$ cat src/rtl/ttt_pkg.sv
// Shared definitions for the tic-tac-toe game controller: cell codes,
// status and FSM encodings, the winning-line table and small helpers.
package ttt_pkg;

  typedef enum logic [1:0] {
    CELL_EMPTY = 2'b00,
    CELL_X     = 2'b01,
    CELL_O     = 2'b10
  } cell_t;

  typedef enum logic [1:0] {
    STAT_PLAY  = 2'b00,
    STAT_CHECK = 2'b01,
    STAT_WIN   = 2'b10,
    STAT_DRAW  = 2'b11
  } status_t;

  typedef enum logic [1:0] {
    ST_PLAY    = 2'b00,
    ST_CHECK   = 2'b01,
    ST_RESOLVE = 2'b10,
    ST_DONE    = 2'b11
  } state_t;

  // Winning button after priority arbitration; only one acts per cycle.
  typedef enum logic [2:0] {
    BTN_NONE  = 3'd0,
    BTN_NEW   = 3'd1,
    BTN_PLACE = 3'd2,
    BTN_UP    = 3'd3,
    BTN_DOWN  = 3'd4,
    BTN_LEFT  = 3'd5,
    BTN_RIGHT = 3'd6
  } btn_t;

  localparam int NUM_LINES = 8;

  // Lines in evaluation order: rows 0-2, columns 0-2, main diagonal, anti-diagonal.
  localparam logic [3:0] LINE_CELLS [0:NUM_LINES-1][0:2] = '{
    '{4'd0, 4'd1, 4'd2},
    '{4'd3, 4'd4, 4'd5},
    '{4'd6, 4'd7, 4'd8},
    '{4'd0, 4'd3, 4'd6},
    '{4'd1, 4'd4, 4'd7},
    '{4'd2, 4'd5, 4'd8},
    '{4'd0, 4'd4, 4'd8},
    '{4'd2, 4'd4, 4'd6}
  };

  // Cursor step with wrap inside the current row or column.
  function automatic logic [3:0] move_cursor(input logic [3:0] idx, input btn_t btn);
    logic [3:0] r;
    r = idx;
    case (btn)
      BTN_UP:    r = (idx < 4'd3) ? idx + 4'd6 : idx - 4'd3;
      BTN_DOWN:  r = (idx > 4'd5) ? idx - 4'd6 : idx + 4'd3;
      BTN_LEFT:  r = (idx == 4'd0 || idx == 4'd3 || idx == 4'd6) ? idx + 4'd2 : idx - 4'd1;
      BTN_RIGHT: r = (idx == 4'd2 || idx == 4'd5 || idx == 4'd8) ? idx - 4'd2 : idx + 4'd1;
      default:   r = idx;
    endcase
    return r;
  endfunction

  // Read the 2-bit code of one cell from the packed board.
  function automatic logic [1:0] cell_at(input logic [17:0] b, input logic [3:0] idx);
    logic [1:0] r;
    r = CELL_EMPTY;
    for (int i = 0; i < 9; i++) begin
      if (4'(i) == idx) r = b[2*i +: 2];
    end
    return r;
  endfunction

  // True once every cell holds a mark.
  function automatic logic board_full(input logic [17:0] b);
    logic full;
    full = 1'b1;
    for (int i = 0; i < 9; i++) begin
      if (b[2*i +: 2] == CELL_EMPTY) full = 1'b0;
    end
    return full;
  endfunction

endpackage

$ cat src/rtl/ttt_line_lut.sv
// Maps a 3-bit line index to its three cell indices and a 9-bit cell mask.
import ttt_pkg::*;

module ttt_line_lut (
  input  logic [2:0] line_idx,
  output logic [3:0] cell_a,
  output logic [3:0] cell_b,
  output logic [3:0] cell_c,
  output logic [8:0] line_mask
);

  // Pure table lookup plus mask construction from the three indices.
  always_comb begin
    cell_a    = LINE_CELLS[line_idx][0];
    cell_b    = LINE_CELLS[line_idx][1];
    cell_c    = LINE_CELLS[line_idx][2];
    line_mask = (9'b1 << cell_a) | (9'b1 << cell_b) | (9'b1 << cell_c);
  end

endmodule

$ cat src/rtl/ttt_game_ctrl.sv
// Tic-tac-toe game controller: cursor handling, mark placement, a fixed
// 8-cycle line scan for a win, then resolution to win, draw or next turn.
import ttt_pkg::*;

module ttt_game_ctrl #(
  parameter int START_CELL = 4
) (
  input  logic        clk,
  input  logic        reset,
  input  logic        btn_up,
  input  logic        btn_down,
  input  logic        btn_left,
  input  logic        btn_right,
  input  logic        btn_place,
  input  logic        btn_new,
  output logic [17:0] board,
  output logic [8:0]  cursor,
  output logic        turn,
  output logic [1:0]  status,
  output logic [8:0]  win_mask
);

  localparam logic [3:0] START_IDX = 4'(START_CELL);

  state_t     state;
  state_t     state_next;
  btn_t       btn;
  logic [3:0] cursor_idx;
  logic [3:0] cursor_next;
  logic [2:0] line_cnt;
  logic       win_found;
  logic [8:0] found_mask;
  logic [3:0] cell_a;
  logic [3:0] cell_b;
  logic [3:0] cell_c;
  logic [8:0] line_mask;
  logic [1:0] mark;
  logic       place_ok;
  logic       line_hit;

  ttt_line_lut u_line_lut (
    .line_idx  (line_cnt),
    .cell_a    (cell_a),
    .cell_b    (cell_b),
    .cell_c    (cell_c),
    .line_mask (line_mask)
  );

  // The mark of the player to move is also the mark just placed while scanning.
  assign mark        = turn ? CELL_O : CELL_X;
  assign place_ok    = (state == ST_PLAY) && (btn == BTN_PLACE) &&
                       (cell_at(board, cursor_idx) == CELL_EMPTY);
  assign line_hit    = (cell_at(board, cell_a) == mark) &&
                       (cell_at(board, cell_b) == mark) &&
                       (cell_at(board, cell_c) == mark);
  assign cursor_next = move_cursor(cursor_idx, btn);

  // Fixed-priority arbitration so only one button acts per cycle.
  always_comb begin
    btn = BTN_NONE;
    if (btn_new)        btn = BTN_NEW;
    else if (btn_place) btn = BTN_PLACE;
    else if (btn_up)    btn = BTN_UP;
    else if (btn_down)  btn = BTN_DOWN;
    else if (btn_left)  btn = BTN_LEFT;
    else if (btn_right) btn = BTN_RIGHT;
  end

  // State register.
  always_ff @(posedge clk or posedge reset) begin
    if (reset) state <= ST_PLAY;
    else       state <= state_next;
  end

  // Next-state logic; a new game overrides everything, even mid-scan.
  always_comb begin
    state_next = state;
    if (btn == BTN_NEW) begin
      state_next = ST_PLAY;
    end else begin
      case (state)
        ST_PLAY:    if (place_ok) state_next = ST_CHECK;
        ST_CHECK:   if (line_cnt == 3'd7) state_next = ST_RESOLVE;
        ST_RESOLVE: state_next = (win_found || board_full(board)) ? ST_DONE : ST_PLAY;
        ST_DONE:    state_next = ST_DONE;
        default:    state_next = ST_PLAY;
      endcase
    end
  end

  // Status decode; both scan states report busy.
  always_comb begin
    status = STAT_PLAY;
    case (state)
      ST_PLAY:    status = STAT_PLAY;
      ST_CHECK,
      ST_RESOLVE: status = STAT_CHECK;
      ST_DONE:    status = win_found ? STAT_WIN : STAT_DRAW;
      default:    status = STAT_PLAY;
    endcase
  end

  // Board, cursor, turn and scan bookkeeping; cursor one-hot is registered from the index.
  always_ff @(posedge clk or posedge reset) begin
    if (reset) begin
      board      <= '0;
      cursor_idx <= START_IDX;
      cursor     <= 9'b1 << START_IDX;
      turn       <= 1'b0;
      line_cnt   <= '0;
      win_found  <= 1'b0;
      found_mask <= '0;
      win_mask   <= '0;
    end else if (btn == BTN_NEW) begin
      board      <= '0;
      cursor_idx <= START_IDX;
      cursor     <= 9'b1 << START_IDX;
      turn       <= 1'b0;
      line_cnt   <= '0;
      win_found  <= 1'b0;
      found_mask <= '0;
      win_mask   <= '0;
    end else begin
      case (state)
        ST_PLAY: begin
          if (place_ok) begin
            for (int i = 0; i < 9; i++) begin
              if (4'(i) == cursor_idx) board[2*i +: 2] <= mark;
            end
            line_cnt   <= '0;
            win_found  <= 1'b0;
            found_mask <= '0;
          end else begin
            cursor_idx <= cursor_next;
            cursor     <= 9'b1 << cursor_next;
          end
        end
        ST_CHECK: begin
          line_cnt <= line_cnt + 3'd1;
          if (line_hit && !win_found) begin
            win_found  <= 1'b1;
            found_mask <= line_mask;
          end
        end
        ST_RESOLVE: begin
          if (win_found)               win_mask <= found_mask;
          else if (!board_full(board)) turn     <= ~turn;
        end
        default: ;
      endcase
    end
  end

endmodule

$ cat config.mk
export PLATFORM = sky130hd
export DESIGN_NAME = ttt_game_ctrl
export DESIGN_NICKNAME = d
export VERILOG_FILES = /design/src/rtl/ttt_pkg.sv /design/src/rtl/ttt_line_lut.sv /design/src/rtl/ttt_game_ctrl.sv
export SDC_FILE = /design/constraint.sdc
export NUM_CORES = 1
export LEC_CHECK = 0
export ABC_AREA = 1
export BUFFER_PORTS_ARGS = -buffer_cell sky130_fd_sc_hd__buf_2
export CORE_AREA = 8 8 111 113
export CTS_BUF_LIST = sky130_fd_sc_hd__clkbuf_2
export DETAILED_ROUTE_END_ITERATION = 16
export DIE_AREA = 0 0 119 121
export PLACE_DENSITY_LB_ADDON = 0.3
export SYNTH_ARGS = -nofsm -noshare
export SYNTH_HDL_FRONTEND = slang
export SYNTH_SLANG_ARGS = --single-unit
$ cat constraint.sdc
create_clock -name clk -period 3.1 [get_ports clk]
set_clock_uncertainty 0.1 [all_clocks]
set_input_delay 0 -clock clk [delete_from_list [all_inputs] [get_ports clk]]
set_output_delay 0 -clock clk [all_outputs]
set_load 0.005 [all_outputs]
======== Yosys cells after proc, flatten, opt, wreduce, memory -nomap -nowiden ========
Memories as Yosys holds them, arrays and structs flattened.
Index checks and enable logic that the tools add are counted.
storage, ports and cells
  input bits .............................. 8
  memories kept ........................... 1
  output and inout bits ................... 39
  flip-flop bits (word level) ............. 56
  bits in read-only memories .............. 96
cells by class
  reduce and logical (&&, ||, !) cells .... 56
  add/subtract/negate cells ............... 9
  order comparisons ....................... 3
  bitwise logic cells ..................... 4
  shifts and indexed selects .............. 4
  equal/unequal tests ..................... 56
  mux-type cells .......................... 107
memories
  name              depth  bits a word  read ports  clocked after Yosys merged registers in  write ports  RTL line            RTL
  (name not given)  8      12           1           0                                        0            ttt_line_lut.sv:14  cell_a = LINE_CELLS[line_idx][0];
operators by type and width
  cell                   count
  $mux W2                50
  $mux W9                9
  $eq A3 B4 Y1 const A   16
  $mux W18               3
  $shl A1 B4 Y9 const A  4
  $reduce_and A3 Y1      11
  $eq A2 B4 Y1 const A   8
  $mux W4                7
  $reduce_bool A2 Y1     13
  $mux W12               2
  $mux W3                8
  $logic_not A2 Y1       11
  $mux W1                22
  $or A9 B9 Y9           2
  $pmux W9 S2            1
  $eq A1 B4 Y1 const A   4
  $eq A4 B4 Y1 const A   4
  $logic_not A4 Y1       4
  $pmux W4 S4            1
  $eq A3 B3 Y1 const B   4
  $add A4 B2 Y4 const B  2
  $eq A4 B2 Y1 const B   2
  $eq A4 B3 Y1 const B   2
  $pmux W2 S4            1
  30 further kinds       48

======== Longest topological paths before layout ========
  depth after elaboration ................. 21
  mapped depth ............................ 22
  depth with buffers taken out ............ 21

======== By module ========
Synthesis repeated with hierarchy kept, for this count alone.
second synthesis, totals
  cells, all modules ...................... 702
  area total of the unflattened synthesis .. 4636.9 um^2
by module, submodules not included
  module         cells an instance  area each (um^2)  seq. area each (um^2)  times used
  ttt_game_ctrl  625                4171.5            1403.8                 1
  ttt_line_lut   77                 465.4             0.0                    1

======== Least setup slack after synthesis ========
Ideal clock, no wire load.
  path type ............................... reg-to-reg
  start ................................... reg line_cnt[1]
  end ..................................... reg win_found
  path buffers ............................ 2
  slack ................................... 0.509 ns
  data required time ...................... 2.883 ns
  data arrival time ....................... 2.374 ns
  cell stages (with the launch flop) ...... 23
  clock period less this slack ............ 2.591 ns
  path through ............................ dfrtp_1 inv_1 ha_1 buf_4 inv_1 buf_4 nand3_1 nor2_1 nand2_1 nand3_1 nor2_1 nand4_1 nand2_1 inv_1 nand2_1 nand2_1 nand3_1 nand2_1 nand3_1 nand2_2 nand2_2 nand2_1 nand2_1
between the ends
  word-level cells in the longest chain between the ends .. 20
  elaborated cells on any way between the ends .. 66
  those cells by class .................... 28 x eq/ne; 29 x mux; 1 x bitwise; 7 x reduce/logical; 1 x memory
ends and longest elaborated chain
  element                                 RTL line                                                    RTL
  start, declared                         ttt_game_ctrl.sv:30                                         logic [2:0] line_cnt;
  start signal, assigned                  ttt_game_ctrl.sv:139                                        line_cnt <= line_cnt + 3'd1;
  $not A3 Y4 (not written as such) *      ttt_line_lut.sv:14, ttt_line_lut.sv:15, ttt_line_lut.sv:16
  $mem_v2 Z8 W12 *                        n/a
  $mux W12 (not written as such) *        ttt_line_lut.sv:15                                          cell_b = LINE_CELLS[line_idx][1];
  $mux W12 (not written as such) *        ttt_line_lut.sv:14
  $logic_not A4 Y1                        ttt_pkg.sv:69                                               if (4'(i) == idx) r = b[2*i +: 2];
  $mux W2 (9 in a row)                    ttt_pkg.sv:69
  $eq A2 B2 Y1, on equally long branches  ttt_game_ctrl.sv:53, ttt_game_ctrl.sv:54
  $logic_and A1 B1 Y1                     ttt_game_ctrl.sv:53                                         assign line_hit = (cell_at(board, cell_a) == mark) &&
  $logic_and A1 B1 Y1 *                   ttt_game_ctrl.sv:54                                         (cell_at(board, cell_b) == mark) &&
  $logic_and A1 B1 Y1 *                   ttt_game_ctrl.sv:140                                        if (line_hit && !win_found) begin
  $ne A3 B3 Y1 (no source line) *         n/a
  $reduce_and A3 Y1 (no source line) *    n/a
  end signal, assigned                    ttt_game_ctrl.sv:111                                        win_found <= 1'b0;
  end signal, assigned                    ttt_game_ctrl.sv:131                                        win_found <= 1'b0;
  end signal, assigned                    ttt_game_ctrl.sv:141                                        win_found <= 1'b1;
  end, declared                           ttt_game_ctrl.sv:31                                         logic win_found;
Every way passes the cells marked *; elsewhere a longest branch is shown, timed or not. The select of a mux whose other input is x is not followed.
A chain may end at the register's enable or synchronous reset.

======== Worst setup path in the final report ========
  start ................................... reg line_cnt[0]
  end ..................................... reg found_mask[7]
between the ends
  word-level cells in the longest chain between the ends .. 20
  elaborated cells on any way between the ends .. 74
  those cells by class .................... 28 x eq/ne; 3 x shift; 32 x mux; 3 x bitwise; 7 x reduce/logical; 1 x memory
ends and longest elaborated chain
  element                                 RTL line                                                    RTL
  $not A3 Y4 (not written as such) *      ttt_line_lut.sv:14, ttt_line_lut.sv:15, ttt_line_lut.sv:16
  $mem_v2 Z8 W12 *                        n/a
  $mux W12 (not written as such) *        ttt_line_lut.sv:15
  $mux W12 (not written as such) *        ttt_line_lut.sv:14
  $logic_not A4 Y1                        ttt_pkg.sv:69
  $mux W2 (9 in a row)                    ttt_pkg.sv:69
  $eq A2 B2 Y1, on equally long branches  ttt_game_ctrl.sv:53, ttt_game_ctrl.sv:54
  $logic_and A1 B1 Y1                     ttt_game_ctrl.sv:53
  $logic_and A1 B1 Y1                     ttt_game_ctrl.sv:54
  $logic_and A1 B1 Y1                     ttt_game_ctrl.sv:140
  $ne A3 B3 Y1 (no source line)           n/a
  $reduce_and A3 Y1 (no source line)      n/a
  end signal, assigned                    ttt_game_ctrl.sv:142                                        found_mask <= line_mask;
  end, declared                           ttt_game_ctrl.sv:32                                         logic [8:0] found_mask;
Marks and branches as above.

==> metrics.csv <==
stage,metric,value,unit
grt,first-pass GRT wire length,19920,um
timing,Slew HR,0.5600,
worst_hold_path,worst min path class,primary input to register,
synthesis,Async SR Flop Fraction,1.000,
grt,GRT met2 Usage,0.2982,
drt,DRC viols,0,
grt,initial antenna violation count,1,
finish,multi-input logic area,2395,um^2
worst_setup_path,"Arr. time, crit path",3.10,ns
synthesis,top_reg_cell synth,dfrtp_1,
die,Die X,119,um
drt,via count,4161,
power_and_ir_drop,PwrDens,696.5,nW/um^2
worst_setup_path,Worst setup EP type,register,
worst_hold_path,WHS Endpoint,cursor[4],
finish,register area,1404,um^2
timing,Final Cycle Share,0.9033,
clock_network,clock tree from TritonCTS,yes,
synthesis,commonest cells in the netlist,"nand2_1 (172), inv_1 (59), dfrtp_1 (54)",
power_and_ir_drop,Switching Share,0.5216,
worst_hold_path,Hold Crit Depth,7,
power_and_ir_drop,internal cell power,1549,uW
worst_setup_path,Setup CP Type,register to register,
timing,fin. max-slew vios,0,
die,Initial Utilization,0.3908,
die,core area,10600,um^2
die,row count,38,
grt,total gr overflow,0,
worst_setup_path,worst reg2reg path depth,20,
clock_network,Clock Tree Root,clkbuf_2,
worst_setup_path,reg2reg end,found_mask[7],
synthesis,Synth Warn #,0,
clock_network,H-tree levels,2,
synthesis,synthesized flop and latch total,56,
worst_setup_path,CP required,3.40,ns
grt,vias in the first global route,4088,
placement,GP Congestion,0.9400,
drt,Avg WL per Cell,14.96,um
timing,Worst-Margin Slew,0.6590,ns
die,die area,14400,um^2
timing,Tmin final,2.800,ns
die,# IOs,47,
flow_run,Max-Cap Viols,0,
drt,1st-iter DRT viols,289,
synthesis,sequential area share after synthesis,0.3388,
drt,routed wire length,11880,um
power_and_ir_drop,clock power share,0.099,
synthesis,largest area contributor in the netlist,dfrtp_1,
clock_network,clock sink count,56,
placement,Port Buffers,46,
clock_network,"Clk pin slew, worst setup/hold paths",0.34,ns
synthesis,Post-Syn Instances,597,
grt,"Most Used Layer, Global Route",met2,
run_status,status,"complete, no violations",
finish,final net count,680,
drt,drt pass-1 iters,4,
finish,"non-filler cells, final",794,
clock_network,Inserted Clock Buffers,5,
worst_setup_path,CP max FO,13,
synthesis,syn nets,625,
synthesis,post-synth design cell area,4144,um^2
worst_setup_path,crit path from,line_cnt[0],
timing,final setup fails,0,
power_and_ir_drop,Max VDD drop,235.9,uV
clock_network,Worst-Skew Late Latency,0.49,ns
power_and_ir_drop,Flop pwr share,0.348,
worst_hold_path,Hold Path Origin,btn_place,
finish,filler cell count,1138,
synthesis,Area contributors post-synth,"dfrtp_1 (33%), nand2_1 (16%), ha_1 (6.0%)",
power_and_ir_drop,switching pwr,1689,uW
placement,Placed Instances,779,
timing,fmax,357.1,MHz
grt,largest net degree at the start of global routing,33,
timing,setup TNS,0,ns
power_and_ir_drop,Comb pwr share,0.553,
worst_setup_path,crit start category,register,
timing,RSZ-0062 raised after global routing,false,
grt,total track usage,0.1672,
worst_setup_path,RR Startpoint,line_cnt[0],
grt,grt met1 use,0.1980,
synthesis,synthesized area per cell,6.941,um^2
power_and_ir_drop,LEAKAGE,0.002294,uW
worst_setup_path,Worst R2R Setup Slack,0.30,ns
drt,Routed Antenna Nets,0,
finish,ratio of cells with drive above 1 in the final layout,0.1562,
timing,final hold violation count,0,
synthesis,Yosys top cell area share,0.3261,
clock_network,clk buf depth,2,
synthesis,cell with the most instances after synthesis,nand2_1,
synthesis,Yosys cell types,44,
synthesis,"EDFF count, synth",0,
drt,vias per inst,5.241,
finish,Layout Area Growth over Synthesis,12.17,%
placement,hpwl dp,9268,um
die,Die Y,121,um
grt,M3 GR Usage,0.02001,
state kept, by name (all words and copies together) (netlist names):
register and count:
board 18, cursor_idx 4, found_mask 9, state 2, cursor 9, win_found 1
line_cnt 3, turn 1, win_mask 9
metrics by stage:
| step | hold slack [ns] | total power [uW] | util | cell area (um^2) | setup slack, ns |
|---|---|---|---|---|---|
| 3_3_place_gp | 0.03229 | 2843 | 0.4262 | 4519 | 0.3175 |
| 2_1_floorplan | 0.2303 | 2333 | - | 4144 | 0.5085 |
| 6_report | 0.1499 | 3237 | 0.4384 | 4648 | 0.2998 |
| 4_1_cts | 0.1342 | 3193 | 0.4340 | 4602 | 0.2029 |
| 5_1_grt | 0.1966 | 3558 | 0.4384 | 4648 | 0.002474 |
| 3_5_place_dp | 0.04188 | 2866 | 0.4262 | 4519 | 0.2701 |
critical path: stages, from the launching register on:
cell and delay [ns]:
dfrtp_1 0.46, buf_4 0.17, ha_1 0.22, nand2_1 0.15, nand2_4 0.14, inv_1 0.18, nand3_1 0.09, inv_1 0.14
nand2_1 0.07, nand2_1 0.06, inv_1 0.04, nand4_1 0.10, nand2_1 0.08, nor2_1 0.10, nand3_1 0.08, nand2_1 0.06
nand3_1 0.08, nand2_2 0.12, nand2_2 0.15, nand2_1 0.09, nand2_1 0.05
worst max path at each step:
stage,end,slack (ns),cells after the start
3_5_place_dp,found_mask[0],0.27,18
5_1_grt,found_mask[7],0.002,20
6_report,found_mask[7],0.30,20
2_1_floorplan,win_found,0.51,22
3_3_place_gp,win_found,0.32,20
4_1_cts,found_mask[7],0.20,18
cell usage in the layout (no fill, tap or decap), types with 3 or more instances in the layout:
master	synthesis	final
nor2_1	49	49
o21ai_1	8	8
nand2_1	172	172
buf_4	3	13
xor2_1	4	4
o22ai_1	5	5
nor3_1	21	20
nand4_1	13	13
nor2_2	5	4
a21oi_1	23	23
inv_1	59	57
nand3_1	50	50
clkbuf_2	0	5
dlygate4sd3_1	0	3
o211ai_1	8	8
nand3_2	3	3
a211oi_1	3	3
ha_1	20	19
inv_2	7	8
o31ai_1	4	4
buf_2	2	46
dfrtp_1	54	54
o21ai_0	48	48
o21ai_2	3	3
cell type report:
class	instances	area share
timing repair buffer	62	0.07699
antenna	1	0.0005384
clock inverter	3	0.005922
multi-input combinational	459	0.5152
tap	140	0.03769
inverter	68	0.05626
sequential	56	0.3020
clock buffer	5	0.005384
cell families after synthesis:
logic type | after synthesis | synth area share
AND/OR/NAND/NOR | 325 | 0.3502
adder cells (fa/ha/maj) | 20 | 0.06039
flip-flops | 56 | 0.3388
buffers and inverters | 82 | 0.08756
XOR/XNOR | 5 | 0.01057
AO/OA/AOI/OAI | 109 | 0.1525
metal layers:
metal,vias up,part of all wire
li1,2092,-
met1,1960,0.43
met2,88,0.51
met3,21,0.034
met4,0,0.024
met5,-,0
power groups by stage:
stage	Combinational, uW	Sequential, uW	Clock, uW
floorplan	1280	1050	0
global placement	1710	1140	0
detailed placement	1730	1140	0
CTS	1740	1130	331
global route	2050	1150	357
finish	1790	1130	320
what timing repair did:
item | 4_1_cts | 5_1_grt
endpoints found under the setup margin | 0 | 14
hold buffers | 3 | 0
hold endpoints to repair | 66 | 0
resized for setup | 0 | 5
buffers inserted | 0 | 3
Note: power is estimated with default switching activity, not from simulation.
